--- src/rtl/blink_tick_ctrl.sv ---
// rtl/blink_tick_ctrl.sv - key debounce and rate-selectable tick generator for the LED blinker
//
// Purpose: synchronizes and debounces two active-low push-buttons, turns each
// debounced press into a single event, and produces a one-cycle TICK strobe
// every (HALF_PERIOD >> SPEED) cycles unless paused.
//
// Ports:
//   CLOCK_50    in   1  only clock, rising edge
//   RESET       in   1  asynchronous, active-high reset
//   KEY_SPEED_N in   1  raw speed button, 0 = pressed, asynchronous
//   KEY_PAUSE_N in   1  raw pause button, 0 = pressed, asynchronous
//   TICK        out  1  one-cycle strobe, registered
//   SPEED       out  2  current rate index 0..3, registered
//   PAUSED      out  1  1 = tick generation frozen, registered
`timescale 1ns/1ps

module blink_tick_ctrl #(
  parameter int unsigned HALF_PERIOD  = 50000000,
  parameter int unsigned DEBOUNCE_CYC = 500000,
  parameter int unsigned CNT_W        = 32
) (
  input  logic       CLOCK_50,
  input  logic       RESET,
  input  logic       KEY_SPEED_N,
  input  logic       KEY_PAUSE_N,
  output logic       TICK,
  output logic [1:0] SPEED,
  output logic       PAUSED
);

  localparam logic [CNT_W-1:0] CNT_ONE = CNT_W'(1);
  localparam logic [CNT_W-1:0] DEB_MAX = CNT_W'(DEBOUNCE_CYC);
  localparam logic [CNT_W-1:0] HALF    = CNT_W'(HALF_PERIOD);

  // Two-flop synchronizers
  logic spd_s1_q, spd_s1_d, spd_s2_q, spd_s2_d;
  logic pse_s1_q, pse_s1_d, pse_s2_q, pse_s2_d;

  // Debounced key state, its one-cycle-delayed copy for edge detect, counters
  logic             spd_db_q, spd_db_d, spd_dbp_q, spd_dbp_d;
  logic             pse_db_q, pse_db_d, pse_dbp_q, pse_dbp_d;
  logic [CNT_W-1:0] spd_cnt_q, spd_cnt_d;
  logic [CNT_W-1:0] pse_cnt_q, pse_cnt_d;

  // Prescaler and registered outputs
  logic [CNT_W-1:0] cnt_q, cnt_d;
  logic             tick_q, tick_d;
  logic [1:0]       speed_q, speed_d;
  logic             paused_q, paused_d;

  logic             speed_press;
  logic             pause_press;
  logic [CNT_W-1:0] period;

  always_comb begin
    spd_s1_d = KEY_SPEED_N;
    spd_s2_d = spd_s1_q;
    pse_s1_d = KEY_PAUSE_N;
    pse_s2_d = pse_s1_q;

    // Counter only runs while the synced key disagrees with the accepted
    // state; any agreement restarts the qualification window.
    spd_db_d  = spd_db_q;
    spd_cnt_d = '0;
    if (spd_s2_q != spd_db_q) begin
      if (spd_cnt_q == DEB_MAX) begin
        spd_db_d = spd_s2_q;
      end else begin
        spd_cnt_d = spd_cnt_q + CNT_ONE;
      end
    end

    pse_db_d  = pse_db_q;
    pse_cnt_d = '0;
    if (pse_s2_q != pse_db_q) begin
      if (pse_cnt_q == DEB_MAX) begin
        pse_db_d = pse_s2_q;
      end else begin
        pse_cnt_d = pse_cnt_q + CNT_ONE;
      end
    end

    spd_dbp_d = spd_db_q;
    pse_dbp_d = pse_db_q;

    // Press = debounced 1->0; release is deliberately ignored
    speed_press = spd_dbp_q & ~spd_db_q;
    pause_press = pse_dbp_q & ~pse_db_q;

    period = HALF >> speed_q;

    speed_d  = speed_q;
    paused_d = paused_q ^ pause_press;
    cnt_d    = cnt_q;
    tick_d   = 1'b0;

    // A speed change restarts the period and swallows a coincident tick.
    // Pause uses the current paused_q, so a pause landing on the wrap still
    // lets that tick out and a resume starts counting the cycle after.
    if (speed_press) begin
      speed_d = speed_q + 2'd1;
      cnt_d   = '0;
    end else if (!paused_q) begin
      if (cnt_q == period - CNT_ONE) begin
        tick_d = 1'b1;
        cnt_d  = '0;
      end else begin
        cnt_d = cnt_q + CNT_ONE;
      end
    end
  end

  always_ff @(posedge CLOCK_50 or posedge RESET) begin
    if (RESET) begin
      spd_s1_q  <= 1'b1;
      spd_s2_q  <= 1'b1;
      pse_s1_q  <= 1'b1;
      pse_s2_q  <= 1'b1;
      spd_db_q  <= 1'b1;
      spd_dbp_q <= 1'b1;
      pse_db_q  <= 1'b1;
      pse_dbp_q <= 1'b1;
      spd_cnt_q <= '0;
      pse_cnt_q <= '0;
      cnt_q     <= '0;
      tick_q    <= 1'b0;
      speed_q   <= 2'd0;
      paused_q  <= 1'b0;
    end else begin
      spd_s1_q  <= spd_s1_d;
      spd_s2_q  <= spd_s2_d;
      pse_s1_q  <= pse_s1_d;
      pse_s2_q  <= pse_s2_d;
      spd_db_q  <= spd_db_d;
      spd_dbp_q <= spd_dbp_d;
      pse_db_q  <= pse_db_d;
      pse_dbp_q <= pse_dbp_d;
      spd_cnt_q <= spd_cnt_d;
      pse_cnt_q <= pse_cnt_d;
      cnt_q     <= cnt_d;
      tick_q    <= tick_d;
      speed_q   <= speed_d;
      paused_q  <= paused_d;
    end
  end

  assign TICK   = tick_q;
  assign SPEED  = speed_q;
  assign PAUSED = paused_q;

endmodule

--- config.mk ---
export PLATFORM = sky130hd
export DESIGN_NAME = blink_tick_ctrl
export DESIGN_NICKNAME = d
export VERILOG_FILES = /design/src/rtl/blink_tick_ctrl.sv
export SDC_FILE = /design/constraint.sdc
export NUM_CORES = 1
export LEC_CHECK = 0
export ABC_AREA = 1
export BUFFER_PORTS_ARGS = -buffer_cell sky130_fd_sc_hd__buf_2
export CAP_MARGIN = 20
export CORE_ASPECT_RATIO = 1.25
export CORE_UTILIZATION = 43
export CTS_CLUSTER_SIZE = 40
export DETAILED_ROUTE_END_ITERATION = 8
export GPL_TIMING_DRIVEN = 1
export PLACE_DENSITY = 0.67
export RECOVER_POWER = 50
export SETUP_SLACK_MARGIN = 0.5
export SLEW_MARGIN = 10
export SYNTH_ARGS = -nofsm -noshare
export SYNTH_HDL_FRONTEND = slang
export SYNTH_SLANG_ARGS = --single-unit
--- constraint.sdc ---
create_clock -name CLOCK_50 -period 4.95 [get_ports CLOCK_50]
set_input_delay 0.99 -clock CLOCK_50 [delete_from_list [all_inputs] [get_ports CLOCK_50]]
set_output_delay 0.99 -clock CLOCK_50 [all_outputs]
set_load 0.01 [all_outputs]
==> implementation parameters, run 1 <==
Parameter                              Value

Clock tree
  Cell at the root of the clock tree ... sky130_fd_sc_hd__clkbuf_16
  Count of clock tree sinks ... around 110
  CTS hold repair buffers ... 0
  Insertion delay to the later sink of the worst-skew pair ... approximately 360 ps
  CTS clk-pin slew, worst paths ... roughly 70 ps
  CTS H-tree lvls ... 3
  TritonCTS buffer count ... 9
  Clk buf depth ... 2
  CTS tree ... done
  Post-CTS Setup Repair Bufs ... 0
  Post-CTS resize count ... 0

Yosys
  Cell type with the highest aggregate area in the netlist ... sky130_fd_sc_hd__dfrtp_1
  Register area share after synthesis ... about two fifths
  Count of different cell masters after synthesis ... 33
  Avg Synthesized Cell Area ... ~7 µm²
  Proportion of netlist area held by the largest area contributor ... 37.04%
  Warnings, synthesis ... 0
  Post-synth design cell area ... 6756 µm²
  Leading post-synthesis cells by cell area ... sky130_fd_sc_hd__dfrtp_1 37%, sky130_fd_sc_hd__nand2_1 15%, sky130_fd_sc_hd__nor2_1 10%, sky130_fd_sc_hd__xor2_1 6.9%, sky130_fd_sc_hd__inv_1 6.1%
  Post-Syn Nets ... approximately 970
  Cell count after synthesis ... 956
  Synthesized flop and latch total ... ~110

Cells and area
  Fin util ... 47.97%
  Share of post-route cells with drive strength above 1 ... under 10%
  Most common cell after layout, fill and taps aside ... sky130_fd_sc_hd__nand2_1
  Commonest non-fill, non-tap cells in the layout ... 272 x sky130_fd_sc_hd__nand2_1, 184 x sky130_fd_sc_hd__nor2_1, 108 x sky130_fd_sc_hd__inv_1
  Area added between synthesis and finish ... 7.481%
  Antenna cell count ... 0
  Nets ... 977

Route
  Final Routed Wirelength ... ~16,000 µm
  Drt wl/cell ... between 10 and 15 µm
  Number of nets with antenna violations after routing ... 0
  Number of design rule violations left after detail routing ... 0
  First-pass iteration count of the detailed router ... 5
  Mean number of vias per cell ... 5.041
  Number of DRC markers after the initial detailed-route iteration ... roughly 390
  Number of vias in the routed layout ... around 5,900

Worst setup path
  Nature of the critical path startpoint ... register
  Critical path's top delay family ... simple AND/OR/NAND/NOR gates
  Crit path kind ... reg2reg
  Library cell appearing most often on the critical path ... sky130_fd_sc_hd__nand2_1
  Bufs and invs on worst path ... 2
  Data arrival at the endpoint of the critical path ... ~2400 ps
  CP cell instances ... inv_1 > ha_1 > nor2_2 > nand2_1 > nand2_1 > nand2_1 > inv_1 > nand2_1 > nor2_2 > nand2_4 > nand2_8 > o21ai_0
  Max stage delay on crit path ... about 500 ps
  CP max stage cell ... sky130_fd_sc_hd__dfrtp_1
  Kind of capture point of the worst setup path ... register
  Maximum fanout along the worst path ... 18
  Data required time of the worst path ... a little over 5000 ps

Global routing
  Combined global-route utilization of all metal layers ... a little over a fifth
  Vias in the first global route ... about 5,700
  Global-route wire length before repair ... around 27,000 µm
  GRT overflow ... 0
  Maximum number of pins on one net before global-route repair ... roughly 80
  Number of antenna violations at the first check in global routing ... 0

Timing
  Normalized max-slew margin ... 36.88%
  Max-slew violation total from the final report ... 0
  Setup repair after global routing missed its margin ... false
  Worst-Margin Slew ... approximately 950 ps
  Final worst-path cycle share ... around 43%
  Hold_ws ... 357.1 ps
  Final setup viols ... 0
  Fmax ... approximately 470 MHz
  Hold Violations, Final ... 0
  Clock skew ... about 12 ps
  Post-route minimum period ... 2137 ps
  Setup TNS ... 0 ps

Status
  Result of the run ... complete, no violations

Placement
  Detailed placement HPWL ... 12,120 µm
  Total of buffers placed on input and output ports ... 7
  Gp weighted congestion ... between 0.9 and 1

Floorplanning
  Placeable core region ... approximately 15,000 µm²
  Initial core utilization ... approximately 45%
  Die width ... ~110 µm
  Number of rows created at floorplan ... 50
  Floorplan die area ... 16,220 µm²
  Height of the chip ... 142.1 µm
  IO Pins ... 8

Power and ir drop
  Reported leakage power ... ~2.9 nW
  Power per unit of standard cell area ... approximately 220 nW/µm²
  Worst vdd ir ... around 0.00016 V

Job
  Max capacitance violation total ... 0

Hold path
  Path category of the worst min-delay check ... reg2reg
synth_stat cells:
cell,instances
sky130_fd_sc_hd__nand3_2,3
sky130_fd_sc_hd__nand3b_1,1
sky130_fd_sc_hd__nor4_1,6
sky130_fd_sc_hd__buf_12,1
sky130_fd_sc_hd__o21ai_2,9
sky130_fd_sc_hd__nor3_2,1
sky130_fd_sc_hd__ha_1,12
sky130_fd_sc_hd__xor2_1,53
sky130_fd_sc_hd__nor2_1,185
sky130_fd_sc_hd__nor3b_1,2
sky130_fd_sc_hd__inv_1,109
sky130_fd_sc_hd__nand2_1,272
sky130_fd_sc_hd__buf_4,3
sky130_fd_sc_hd__dfstp_2,8
sky130_fd_sc_hd__inv_2,1
sky130_fd_sc_hd__nor2_4,1
sky130_fd_sc_hd__nand3_1,46
sky130_fd_sc_hd__clkbuf_1,7
sky130_fd_sc_hd__clkbuf_2,1
sky130_fd_sc_hd__o21ai_0,21
sky130_fd_sc_hd__xnor2_1,14
sky130_fd_sc_hd__dfrtp_1,100
sky130_fd_sc_hd__nand2_4,1
sky130_fd_sc_hd__nor3_1,46
sky130_fd_sc_hd__a21oi_1,3
sky130_fd_sc_hd__nor2_2,5
sky130_fd_sc_hd__nand4_1,35
sky130_fd_sc_hd__and3_1,1
sky130_fd_sc_hd__o21ai_1,2
sky130_fd_sc_hd__a31oi_1,2
sky130_fd_sc_hd__buf_2,3
sky130_fd_sc_hd__nand2_8,1
sky130_fd_sc_hd__a21oi_2,1
power breakdown:
group	leakage, nW	internal [mW]	switching, mW
sequential	1.46	0.889	0.00524
combinational	1.35	0.00775	0.0349
clock	0.132	0.357	0.337
total	2.95	1.25	0.377
final timing paths:
| kind | from | cells past startpoint | endpoint | slack, ps |
|---|---|---|---|---|
| setup / recovery | SPEED[1] | 12 | cnt_q[12] | 2810 |
| hold / removal | pse_s1_q | 0 | pse_s2_q | 360 |
| setup reg to reg | SPEED[1] | 12 | cnt_q[12] | 2810 |
| hold reg to reg | pse_s1_q | 0 | pse_s2_q | 360 |
| max in group asynchronous | RESET | 3 | spd_dbp_q | 3140 |
| min in group asynchronous | RESET | 2 | spd_cnt_q[27] | 840 |
layout make-up:
| type | count | area [µm²] |
|---|---|---|
| clock buffers | 11 | 242.7 |
| clock inverters | 5 | 37.54 |
| fillers | 1594 | 7878 |
| inverters | 110 | 415.4 |
| multi-input cells | 723 | 3545 |
| flip-flops and latches | 108 | 2713 |
| well taps | 208 | 260.3 |
| repair buffers | 9 | 48.80 |
state kept, by name, summed over array words and instances (netlist names):
name       flops
cnt_q         32
pse_cnt_q     32
spd_cnt_q     32
SPEED          2
PAUSED         1
TICK           1
pse_db_q       1
pse_dbp_q      1
pse_s1_q       1
pse_s2_q       1
spd_db_q       1
spd_dbp_q      1
spd_s1_q       1
spd_s2_q       1
worst register-to-register path, cell delays in order (launching register included):
cell and delay, ps:
sky130_fd_sc_hd__dfrtp_1 500, sky130_fd_sc_hd__inv_1 150, sky130_fd_sc_hd__ha_1 320, sky130_fd_sc_hd__nor2_2 180
sky130_fd_sc_hd__nand2_1 60, sky130_fd_sc_hd__nand2_1 60, sky130_fd_sc_hd__nand2_1 50, sky130_fd_sc_hd__inv_1 40
sky130_fd_sc_hd__nand2_1 60, sky130_fd_sc_hd__nor2_2 160, sky130_fd_sc_hd__nand2_4 140, sky130_fd_sc_hd__nand2_8 190
sky130_fd_sc_hd__o21ai_0 110
routing by layer:
metal  GRT usage (%)  wire (µm)  vias to the layer above  part of all wire, %
li1                -          -                     3018                    -
met1           26.86       7233                     2760                   45
met2           37.35       7941                      112                   49
met3           2.257        497                       28                  3.1
met4           10.59        466                        0                  2.9
met5               0          0                        -                    0
kinds of logic after synthesis:
| kind of cell | synth area share (%) |
|---|---|
| AND/OR/NAND/NOR | 38.11 |
| buffers and inverters | 7.426 |
| flip-flops | 40.15 |
| XOR/XNOR | 8.685 |
| AO/OA/AOI/OAI | 3.407 |
| adder cells (fa/ha/maj) | 2.222 |
per-stage QoR:
stage	cells	power [mW]	instance area (µm²)	worst slack, ps
CTS	1174	1.653	7263	2798
global placement	1158	0.9556	6983	2650
detailed placement	1158	0.9562	6983	2627
floorplan	956	0.9412	6756	1128
global route	1174	1.687	7262	2596
finish	1174	1.630	7262	2813
Note: power is estimated with default switching activity, not from simulation.
==> run 2: changes to the inputs <==
clock period = 2.2 ns   (was 4.95 ns; I/O delays follow)
==> run 2 against run 1 <==
Against the previous run:
- clock skew about the same
- global-route usage up 0.92 points
- combinational power rose to 2.9 times the previous value
- critical endpoint is now cnt_q[8]
- largest power group unchanged
==> implementation parameters, run 2 (synthesis results as in run 1) <==
Parameter                              Value

Cells and area
  Commonest non-fill, non-tap cells in the layout ... 265 x sky130_fd_sc_hd__nand2_1, 166 x sky130_fd_sc_hd__nor2_1, 104 x sky130_fd_sc_hd__inv_1
  Share of post-route cells with drive strength above 1 ... 16.10%
  Antenna cell count ... 0
  Area added between synthesis and finish ... 17.57%
  Nets ... 1,011
  Most common cell after layout, fill and taps aside ... sky130_fd_sc_hd__nand2_1
  Largest registers in the final layout ... cnt_q: 32 flops, pse_cnt_q: 32 flops, spd_cnt_q: 32 flops

Clock tree
  CTS H-tree lvls ... 3
  Clk buf depth ... 2
  CTS hold repair buffers ... 0
  CTS tree ... done
  TritonCTS buffer count ... 9
  Count of clock tree sinks ... roughly 110
  Cell at the root of the clock tree ... sky130_fd_sc_hd__clkbuf_16
  CTS clk-pin slew, worst paths ... 80 ps
  Insertion delay to the later sink of the worst-skew pair ... approximately 360 ps

Floorplanning
  Placeable core region ... 15,140 µm²
  Initial core utilization ... between 40% and 50%
  Number of rows created at floorplan ... 50
  IO Pins ... 8
  Height of the chip ... approximately 140 µm
  Floorplan die area ... 16,220 µm²
  Die width ... 114.1 µm

Route
  Drt wl/cell ... about 15 µm
  Number of vias in the routed layout ... a little over 6,000
  M1 WL ... between 7000 and 8000 µm
  Number of nets with antenna violations after routing ... 0
  Final Routed Wirelength ... around 18,000 µm
  Mean number of vias per cell ... about 5.2
  Highest routing layer actually used ... met4
  Number of design rule violations left after detail routing ... 0
  First-pass iteration count of the detailed router ... 6
  Length of routed met2 wiring ... 8695 µm
  Number of DRC markers after the initial detailed-route iteration ... 472
  Routed wl met3 ... about 720 µm

Placement
  Gp weighted congestion ... 0.9238
  Post-Place Worst Slack ... about 290 ps
  Detailed placement HPWL ... 12,300 µm
  Total of buffers placed on input and output ports ... 7

Timing
  Setup repair after global routing missed its margin ... true
  Max-slew violation total from the final report ... 0
  Post-route minimum period ... about 1900 ps
  Clock skew ... around 13 ps
  Minimum setup slack in the final design ... around 260 ps
  Worst-Margin Slew ... 1495 ps
  Final worst-path cycle share ... roughly nine tenths
  Hold Violations, Final ... 0
  Final setup viols ... 0
  Fmax ... a little over 500 MHz
  Normalized max-slew margin ... 0.3623%
  Setup TNS ... 0 ps

Global routing
  Number of antenna violations at the first check in global routing ... 0
  Maximum number of pins on one net before global-route repair ... ~110
  Combined global-route utilization of all metal layers ... between 20% and 30%
  GRT overflow ... 0
  Vias in the first global route ... around 6,000
  Global-route wire length before repair ... 28,820 µm

Power and ir drop
  Worst vdd ir ... 0.0004564 V
  Total Power Consumption ... approximately 3.8 mW
  Reported leakage power ... 3.156 nW
  Power per unit of standard cell area ... ~470 nW/µm²

Status
  Result of the run ... complete, no violations

Hold path
  Worst hold stages ... 1
  Worst hold path startpoint ... KEY_PAUSE_N
  Path category of the worst min-delay check ... in2reg

Worst setup path
  Data required time of the worst path ... between 2000 and 2500 ps
  Worst setup path startpoint ... SPEED[0]
  Nature of the critical path startpoint ... register
  Maximum fanout along the worst path ... 7
  Reg-to-reg critical path startpoint ... SPEED[0]
  R2R depth ... 12
  Crit path kind ... reg2reg
  Kind of capture point of the worst setup path ... register
  Data arrival at the endpoint of the critical path ... about 2200 ps

Job
  Max capacitance violation total ... 0
-- run 2: where the power goes --
part	total, mW	switching, mW	internal, mW
Clock	1.63	0.807	0.823
Combinational	0.122	0.0897	0.0327
Sequential	2.01	0.0123	2.00
Total	3.76	0.909	2.85
-- run 2: per-stage QoR --
stage	utilization [%]	instances	area [µm²]	hold WS, ps
6_report	52.47	1208	7944	175.3
5_1_grt	52.47	1208	7944	165.1
4_1_cts	50.21	1195	7601	161.6
3_5_place_dp	46.78	1166	7082	349.3
3_3_place_gp	46.78	1166	7082	346.5
2_1_floorplan	-	956	6792	345.2
-- run 2: metal layers --
metal / GRT usage [%] / up-vias
met5: 0 / -
met3: 3.109 / 52
met1: 27.51 / 2909
li1: - / 3092
met4: 11.55 / 0
met2: 38.72 / 185
-- run 2: layout make-up --
type	instances	area, µm²
Fill cell	1489	7196
Multi-Input combinational cell	727	3964
Sequential cell	108	2724
Inverter	110	427.9
Timing Repair Buffer	38	266.5
Tap cell	208	260.3
Clock buffer	10	239.0
Clock inverter	6	55.05
Timing Repair inverter	1	7.507
-- run 2: critical path: stages (launching register included) --
cell and delay [ps]:
sky130_fd_sc_hd__dfrtp_2 490, sky130_fd_sc_hd__buf_4 170, sky130_fd_sc_hd__ha_4 160, sky130_fd_sc_hd__nand2_1 70, sky130_fd_sc_hd__nand2_1 70, sky130_fd_sc_hd__inv_1 70
sky130_fd_sc_hd__nand2_1 60, sky130_fd_sc_hd__nor2_1 90, sky130_fd_sc_hd__nand2_1 90, sky130_fd_sc_hd__nor2_4 200, sky130_fd_sc_hd__nand2_8 160, sky130_fd_sc_hd__nand2_4 140
sky130_fd_sc_hd__o21ai_2 60
-- run 2: what timing repair did --
action / CTS / global route
setup endpoints to repair: 39 / 63
gates resized for setup: 26 / 71
setup buffers: 9 / 12
gates cloned: 4 / 1
pin swaps: 6 / 12
-- run 2: worst paths after layout --
path                             end  slack (ps)
setup / recovery            cnt_q[8]         260
hold / removal              pse_s1_q         180
setup reg to reg            cnt_q[8]         260
hold reg to reg             pse_s2_q         360
max in group asynchronous  cnt_q[11]         520
min in group asynchronous  cnt_q[14]         570
